===== src/rtl/rvv_uop_queue_pkg.sv =====
// Shared types and sizing for the vector uop queue between decode and dispatch.
package rvv_uop_queue_pkg;

  localparam int NUM_DE_UOP = 4;   // uops produced by decode per cycle
  localparam int NUM_DP_UOP = 2;   // uops offered to dispatch per cycle
  localparam int UQ_DEPTH   = 16;  // queue entries

  typedef enum logic [1:0] {
    UOP_ALU = 2'd0,
    UOP_LSU = 2'd1,
    UOP_MUL = 2'd2,
    UOP_PMT = 2'd3
  } uop_class_e;

  typedef struct packed {
    logic [31:0] insn;       // originating vector instruction
    logic [2:0]  uop_index;  // position of this uop within the instruction
    logic        uop_last;   // final uop of the instruction
    uop_class_e  uop_class;  // execution pipe selector
    logic [1:0]  rsvd;
  } UOP_QUEUE_t;

endpackage


===== src/rtl/rvv_multi_port_fifo.sv =====
// Generic N-push / M-pop circular buffer. Pushes are taken from slot 0 upward,
// pops release the oldest entries; both may happen in the same cycle.
module rvv_multi_port_fifo #(
  parameter type DATA_T    = logic [7:0],
  parameter int  DEPTH     = 16,
  parameter int  NUM_PUSH  = 4,
  parameter int  NUM_POP   = 2,
  localparam int PTR_W     = $clog2(DEPTH),
  localparam int CNT_W     = PTR_W + 1,
  localparam int PUSH_CW   = $clog2(NUM_PUSH + 1),
  localparam int POP_CW    = $clog2(NUM_POP + 1)
) (
  input  logic                       clk,
  input  logic                       rst_n,
  input  logic                       clr,
  input  logic                       push_en,
  input  logic [NUM_PUSH-1:0]        push_valid,
  input  DATA_T [NUM_PUSH-1:0]       push_data,
  output logic [NUM_POP-1:0]         pop_valid,
  output DATA_T [NUM_POP-1:0]        pop_data,
  input  logic [NUM_POP-1:0]         pop_req,
  output logic [CNT_W-1:0]           count
);

  logic [PTR_W-1:0]   wptr_r;
  logic [PTR_W-1:0]   rptr_r;
  logic [CNT_W-1:0]   count_r;
  DATA_T              mem_r [DEPTH];
  logic [PUSH_CW-1:0] npush_s;
  logic [POP_CW-1:0]  npop_s;

  // Number of slots accepted this cycle (thermometer valids, gated by push_en).
  always_comb begin
    npush_s = '0;
    for (int i = 0; i < NUM_PUSH; i++) begin
      if (push_en && push_valid[i]) begin
        npush_s = npush_s + PUSH_CW'(1);
      end else begin
        npush_s = npush_s;
      end
    end
  end

  // Number of entries released; requests on empty slots do not count.
  always_comb begin
    npop_s = '0;
    for (int i = 0; i < NUM_POP; i++) begin
      if (pop_req[i] && pop_valid[i]) begin
        npop_s = npop_s + POP_CW'(1);
      end else begin
        npop_s = npop_s;
      end
    end
  end

  // Oldest entries presented straight from registered state (no push bypass).
  always_comb begin
    pop_valid = '0;
    pop_data  = '0;
    for (int i = 0; i < NUM_POP; i++) begin
      pop_valid[i] = (count_r > CNT_W'(i));
      pop_data[i]  = mem_r[rptr_r + PTR_W'(i)];
    end
  end

  // Pointer and occupancy update; clr wins over any push or pop.
  always_ff @(posedge clk or negedge rst_n) begin
    if (!rst_n) begin
      wptr_r  <= '0;
      rptr_r  <= '0;
      count_r <= '0;
    end else if (clr) begin
      wptr_r  <= '0;
      rptr_r  <= '0;
      count_r <= '0;
    end else begin
      wptr_r  <= wptr_r + PTR_W'(npush_s);
      rptr_r  <= rptr_r + PTR_W'(npop_s);
      count_r <= count_r + CNT_W'(npush_s) - CNT_W'(npop_s);
    end
  end

  // Entry storage; contents carry no reset, only pointers define validity.
  always_ff @(posedge clk) begin
    for (int i = 0; i < NUM_PUSH; i++) begin
      if (!clr && (PUSH_CW'(i) < npush_s)) begin
        mem_r[wptr_r + PTR_W'(i)] <= push_data[i];
      end
    end
  end

  assign count = count_r;

endmodule


===== src/rtl/rvv_uop_queue_chk.sv =====
// Interface protocol and occupancy checks for the uop queue.
module rvv_uop_queue_chk
  import rvv_uop_queue_pkg::*;
#(
  parameter int DEPTH    = UQ_DEPTH,
  parameter int NUM_PUSH = NUM_DE_UOP,
  parameter int NUM_POP  = NUM_DP_UOP,
  parameter int CNT_W    = $clog2(UQ_DEPTH) + 1
) (
  input logic                        clk,
  input logic                        rst_n,
  input logic [NUM_PUSH-1:0]         uop_valid_de2uq,
  input UOP_QUEUE_t [NUM_PUSH-1:0]   uop_de2uq,
  input logic                        uq_ready_uq2de,
  input logic [NUM_POP-1:0]          uop_valid_uq2dp,
  input logic [NUM_POP-1:0]          uop_pop_dp2uq,
  input logic [CNT_W-1:0]            uq_count
);

  a_push_thermo: assert property (@(posedge clk) disable iff (!rst_n)
    (uop_valid_de2uq & (uop_valid_de2uq + NUM_PUSH'(1))) == '0);

  a_pop_thermo: assert property (@(posedge clk) disable iff (!rst_n)
    (uop_pop_dp2uq & (uop_pop_dp2uq + NUM_POP'(1))) == '0);

  a_pop_valid: assert property (@(posedge clk) disable iff (!rst_n)
    (uop_pop_dp2uq & ~uop_valid_uq2dp) == '0);

  a_count_max: assert property (@(posedge clk) disable iff (!rst_n)
    uq_count <= CNT_W'(DEPTH));

  a_push_hold: assert property (@(posedge clk) disable iff (!rst_n)
    ((|uop_valid_de2uq) && !uq_ready_uq2de) |=> $stable(uop_de2uq));

endmodule


===== src/rtl/rvv_uop_queue.sv =====
// Uop queue between vector decode and dispatch: wraps the multi-port FIFO,
// adds the all-or-nothing registered-count ready policy and flush.
module rvv_uop_queue
  import rvv_uop_queue_pkg::*;
#(
  parameter int  DEPTH    = UQ_DEPTH,
  parameter int  NUM_PUSH = NUM_DE_UOP,
  parameter int  NUM_POP  = NUM_DP_UOP,
  localparam int CNT_W    = $clog2(DEPTH) + 1
) (
  input  logic                       clk,
  input  logic                       rst_n,
  input  logic [NUM_PUSH-1:0]        uop_valid_de2uq,
  input  UOP_QUEUE_t [NUM_PUSH-1:0]  uop_de2uq,
  output logic                       uq_ready_uq2de,
  output logic [NUM_POP-1:0]         uop_valid_uq2dp,
  output UOP_QUEUE_t [NUM_POP-1:0]   uop_uq2dp,
  input  logic [NUM_POP-1:0]         uop_pop_dp2uq,
  input  logic                       flush,
  output logic                       uq_empty,
  output logic [CNT_W-1:0]           uq_count
);

  logic [CNT_W-1:0] count_s;

  rvv_multi_port_fifo #(
    .DATA_T   (UOP_QUEUE_t),
    .DEPTH    (DEPTH),
    .NUM_PUSH (NUM_PUSH),
    .NUM_POP  (NUM_POP)
  ) u_fifo (
    .clk        (clk),
    .rst_n      (rst_n),
    .clr        (flush),
    .push_en    (uq_ready_uq2de),
    .push_valid (uop_valid_de2uq),
    .push_data  (uop_de2uq),
    .pop_valid  (uop_valid_uq2dp),
    .pop_data   (uop_uq2dp),
    .pop_req    (uop_pop_dp2uq),
    .count      (count_s)
  );

  // Ready needs room for a whole decode group from the registered count;
  // same-cycle pops are deliberately not credited to keep pop off this path.
  always_comb begin
    uq_ready_uq2de = ((CNT_W'(DEPTH) - count_s) >= CNT_W'(NUM_PUSH));
  end

  // Occupancy status derived from the registered count.
  always_comb begin
    uq_count = count_s;
    uq_empty = (count_s == '0);
  end

  rvv_uop_queue_chk #(
    .DEPTH    (DEPTH),
    .NUM_PUSH (NUM_PUSH),
    .NUM_POP  (NUM_POP),
    .CNT_W    (CNT_W)
  ) u_chk (
    .clk             (clk),
    .rst_n           (rst_n),
    .uop_valid_de2uq (uop_valid_de2uq),
    .uop_de2uq       (uop_de2uq),
    .uq_ready_uq2de  (uq_ready_uq2de),
    .uop_valid_uq2dp (uop_valid_uq2dp),
    .uop_pop_dp2uq   (uop_pop_dp2uq),
    .uq_count        (uq_count)
  );

endmodule


===== config.mk =====
export PLATFORM = sky130hd
export DESIGN_NAME = rvv_uop_queue
export DESIGN_NICKNAME = d
export VERILOG_FILES = /design/src/rtl/rvv_uop_queue_pkg.sv /design/src/rtl/rvv_multi_port_fifo.sv /design/src/rtl/rvv_uop_queue_chk.sv /design/src/rtl/rvv_uop_queue.sv
export SDC_FILE = /design/constraint.sdc
export NUM_CORES = 2
export LEC_CHECK = 0
export CORE_ASPECT_RATIO = 0.9
export CORE_MARGIN = 2
export CORE_UTILIZATION = 46
export CTS_CLUSTER_DIAMETER = 150
export DETAILED_ROUTE_END_ITERATION = 10
export PLACE_DENSITY_LB_ADDON = 0.1
export SETUP_SLACK_MARGIN = 0.5
export SYNTH_ARGS = -nofsm -noshare
export SYNTH_HDL_FRONTEND = slang
export SYNTH_SLANG_ARGS = --single-unit

===== constraint.sdc =====
create_clock -name clk -period 11.06 [get_ports clk]
set_input_delay 2.765 -clock clk [delete_from_list [all_inputs] [get_ports clk]]
set_output_delay 2.765 -clock clk [all_outputs]
set_load 0.02 [all_outputs]

# After elaboration in Yosys (flattened, before gate mapping)
# Memories as Yosys holds them, arrays and structs flattened.
# Index checks and enable logic that the tools add are counted.
[totals]
mem_bits_rw = 640
register_bits = 13
out_inout_bits = 89
wordCells = 53
memories = 1
in_bits = 169
[classes]
addsub = 13
muxes = 17
reduce_logical = 12
magnitude_cmp = 7
[memory_table]
columns = ["memory", "words", "word_bits", "read_ports", "rd_ports_with_merged_regs", "write_ports", "line_no", "rtl"]
rows = [
  ["u_fifo.mem_r", 16, 40, 2, 0, 4, "rvv_multi_port_fifo.sv:28", "DATA_T mem_r [DEPTH];"],
]
[op_table]
columns = ["op", "count"]
rows = [
  ["$gt A5 B1 Y1 const B", 2],
  ["$logic_and A1 B1 Y1", 10],
  ["$mux W1", 10],
  ["$mux W3", 3],
  ["$add A4 B1 Y4 const B", 2],
  ["$add A4 B2 Y4 const B", 2],
  ["$mux W4", 2],
  ["$add A3 B1 Y3 const B", 2],
  ["$lt A1 B3 Y1 const A", 2],
  ["$lt A2 B3 Y1 const A", 2],
  ["$add A5 B3 Y5", 1],
  ["$ge A5 B3 Y1 const B", 1],
  ["$logic_not A5 Y1", 1],
  ["$mux W5", 1],
  ["$sub A5 B2 Y5", 1],
  ["$sub A5 B5 Y5 const A", 1],
  ["$add A1 B1 Y2 const B", 2],
  ["$add A4 B2 Y4", 1],
  ["$add A4 B3 Y4", 1],
  ["$mux W2", 1],
  ["$logic_not A1 Y1", 1],
]

# Depth between registers and ports, before layout
[logic_depth]
depth_word = 14
mapped_depth = 22
depth_no_buf = 21

# Cells and area by module
# Synthesis repeated with hierarchy kept, for this count alone.
[unflattened]
hier_cells = 4200
hier_area_um2 = 47907.2
[by_module_without_submodules]
columns = ["module", "n_inst", "seq_area_each_um2", "area_each_um2", "cells_per_inst"]
rows = [
  ["rvv_multi_port_fifo", 1, 19543.7, 47850.9, 4195],
  ["rvv_uop_queue", 1, 0.0, 56.3, 5],
]

# Worst setup path after synthesis
# Ideal clock, no wire load.
[synth_timing]
path_kind = "input to register"
from = "input uop_valid_de2uq[0]"
to = "memory u_fifo.mem_r[12][0] (netlist name) (enable)"
path_buffers = 2
setup_ps = 452
required_time_ps = 10608
path_stages = 14
arrival_ps = 6873
slack_ps = 3735
cell_sequence = "and2_1 -> inv_1 -> ha_1 -> buf_2 -> xnor2_1 -> ha_1 -> nand2_1 -> xnor2_1 -> o211a_2 -> buf_2 -> nor2_4 -> o21ba_2 -> nand2_1 -> o2111ai_1"
[synth_rtl]
columns = ["item", "line_no", "rtl"]
rows = [
  ["from (decl)", "rvv_uop_queue.sv:13", "input logic [NUM_PUSH-1:0] uop_valid_de2uq,"],
  ["to (decl)", "rvv_multi_port_fifo.sv:28", ""],
]

==> out/results.ini <==
[detailed_routing]
dr_wl_met3_um=32500
drt-vias-per-instance=7.41
postRouteWirelength_um=223000
route.detailed.drc=0
antenna_violating_nets_post_route=0
drtPass1Iterations=6
detail_route.iter0.violations=7660
met1_routed_length_um=80200
top_routing_layer_used=met5
wl_met2_um=96100
routed_wire_length_per_instance_um=34.5
detailed_route_via_count=47936

[synth]
netlist_instances=5211
synth_flop_cell=edfxtp_1
synth.yosys.seq_area_share=0.393
postSynthNetCount=5405
synth-async-reset-ratio=0.0199
post_synth_instance_area_mm2=0.0497
ys_warn_count=0
synth-edff-count=640
yosys_register_bits=653
post_synth_num_cell_types=54
postSynthAreaPerCell_um2=9.54

[setup_path]
terminus_of_the_critical_flop_to_flop_path=u_fifo.mem_r[0][24]
crit_path_max_incr_delay_ns=0.93
worst-r2r-cell-count=18
r2r-start=u_fifo.count[1]
reg2reg_setup_slack_ns=4.42
critPathMaxFanout=39
slowest_stage=dfrtp_4
endpoint_kind=output port
path_cells=buf_4, buf_4, mux4_2, mux4_2, clkdlybuf4s50_1
critPathKind=flip-flop to output port
timing.critical_path.from_type=flip-flop
crit_arrival_ns=5.09
timing.critical_path.required_ns=8.30

[clocking]
hold_buffers=0
cts_root_buffer=clkbuf_16
clk_transition_reported_paths_ns=0.06
postCtsResizedCells=0
cts.sink_count=653
cts_setup_buffers=0
cts_max_level=3
clock_latency_ns=0.67
cts_buffers=81
clock_tree_from_tritoncts=yes
cts_max_path_buffers=3

[die]
die_area_mm2=0.111
row_count=114
chipWidth_um=350
io_pins=258
die_height_um=316
floorplan.initialDensity=0.463
design.core.area_mm2=0.107

[global_route]
vias_in_the_first_global_route=44491
grt.overflow.total=0
grt_util_all_layers=0.397
grt_pass1_wl_um=318000
initial_antenna_violation_count=6
pin_count_of_the_biggest_net_entering_global_routing=119

[timing]
final_hold_viol_count=0
fin_skew_ns=0.0172
maximum_clock_frequency_ghz=0.127
rsz0062_at_grt=false
timing.slew.headroom=0.0488
finalMaxSlewViolations=0
setup_viol=0
tns_ns=0
period_share=0.710
min_period_ns=7.85
worstMarginPinSlew_ns=1.42

[outcome]
outcome=finished, final reports clean

[pwr]
power_switching_share=0.413
ir_worst_vdd_v=0.000250
p_int_mw=7.88
power.sequential.fraction=0.278
power.share.clock=0.191
comb_pwr_share=0.531
switching_power_mw=5.55
powerDensity_mw_per_mm2=243
power.leakage_nw=19.6

[place]
dpl.hpwl_um=125000
io_buffers=257
place.detailed.instances=6324
gp_congestion=0.930
postPlaceCellArea_mm2=0.0529

[finish]
final_cell_area_mm2=0.0553
mostFrequentLayoutCells=nand2_1, edfxtp_1, and3_1
stdcell_count=6472
drive_gt1_frac=0.159
layout.filler_cells=9629
finalNetCount=5151
area_delta_synth_final_pct=11.4
layout.cells.most_common=nand2_1

[hold_path]
timing.hold.worst_path_depth=4
hold-path-endpoint=u_fifo.count[4]
worstHoldPathType=flip-flop to flip-flop
hold_start=u_fifo.count[4]

[flow_run]
max-cap-violations=0

## how the worst max path moves through the flow
stage | from | end
after floorplan | uop_valid_de2uq[0] | u_fifo.mem_r[12][0]
after global placement | uop_valid_de2uq[0] | u_fifo.mem_r[0][26]
after detailed placement | uop_valid_de2uq[0] | u_fifo.mem_r[0][26]
after CTS | u_fifo.rptr_r[1] | uop_uq2dp[5]
after global routing | u_fifo.rptr_r[1] | uop_uq2dp[5]
final | u_fifo.rptr_r[1] | uop_uq2dp[5]
## worst max-delay path, delay by kind of cell, from the launching register on
kind / cells / cell delay (ns)
buffers and inverters: 3 / 2.22
flip-flops: 1 / 0.93
multiplexers: 2 / 1.21
## cell families (layout without fill, tap and decap cells)
| kind of cell | Yosys count | after routing | share of synthesized area |
|---|---|---|---|
| flops | 653 | 653 | 0.393 |
| other cells | 0 | 1 | 0 |
| xor+xnor | 20 | 20 | 0.00353 |
| mux | 489 | 489 | 0.200 |
| simple gates | 1999 | 1999 | 0.187 |
| compound gates | 1296 | 1296 | 0.153 |
| buf+inv | 729 | 539 | 0.0570 |
| fa+ha+maj | 25 | 25 | 0.00660 |
## state kept, by name, indices dropped and copies added (netlist names)
| register | flops |
|---|---|
| u_fifo.mem_r | 640 |
| u_fifo.wptr_r | 4 |
| u_fifo.count | 5 |
| u_fifo.rptr_r | 4 |
## area by class of cell
cell class	count	area, um2	share of cell area
multi-input cells	3829	28000	0.507
clock buffers	107	2190	0.0395
repair buffers	369	3440	0.0621
well taps	1450	1810	0.0328
clock inverters	40	219	0.00396
inverters	23	86.3	0.00156
diodes	1	2.50	0.0000452
flip-flops and latches	653	19600	0.353
## Yosys cell counts (all sizes together), types with 2 or more instances
| cell | number | area, um2 |
|---|---|---|
| mux2i | 42 | 420 |
| nor2 | 63 | 244 |
| a21o | 2 | 15.0 |
| mux2 | 47 | 529 |
| nand2b | 8 | 50.1 |
| o211a | 3 | 30.0 |
| or2 | 4 | 25.0 |
| o221a | 33 | 372 |
| and3 | 566 | 3540 |
| buf | 149 | 657 |
| o21a | 4 | 37.5 |
| o2111ai | 13 | 114 |
| and2 | 2 | 12.5 |
| a21oi | 537 | 2690 |
| nand2 | 1221 | 4580 |
| or3 | 25 | 156 |
| dfrtp | 13 | 325 |
| o21bai | 2 | 15.0 |
| nor4 | 3 | 33.8 |
| o22ai | 538 | 3370 |
| inv | 23 | 86.3 |
| or4 | 2 | 15.0 |
| ha | 23 | 288 |
| nor3 | 40 | 270 |
| xnor2 | 14 | 123 |
| xor2 | 6 | 52.6 |
| edfxtp | 640 | 19200 |
| o21ai | 150 | 773 |
| nand3 | 54 | 270 |
| nor2b | 9 | 56.3 |
| o211ai | 9 | 108 |
| fa | 2 | 40.0 |
| clkbuf | 557 | 2090 |
| mux4 | 400 | 9010 |
## through the flow
step | total power, mW | hold WS (ns) | setup slack, ns | utilization
2_1_floorplan | 8.07 | 0.612 | 3.74 | -
3_3_place_gp | 10.7 | 0.795 | 2.98 | 0.493
3_5_place_dp | 10.7 | 0.809 | 2.94 | 0.493
4_1_cts | 13.3 | 0.817 | 3.07 | 0.516
5_1_grt | 13.8 | 0.851 | 2.95 | 0.516
6_report | 13.4 | 0.824 | 3.21 | 0.516
## layer usage
metal / up-vias / track usage
met5: - / 0
met4: 11 / 0.223
met3: 815 / 0.111
met2: 4238 / 0.586
met1: 23646 / 0.528
li1: 19226 / -
## power groups by stage
stage	logic, mW	clock network [mW]	registers [mW]
detailed placement	6.97	0	3.76
CTS	7.01	2.56	3.71
global route	7.41	2.64	3.77
global placement	6.93	0	3.75
floorplan	4.45	0	3.62
finish	7.13	2.57	3.73
No activity file was read; power rests on OpenSTA's default activity.
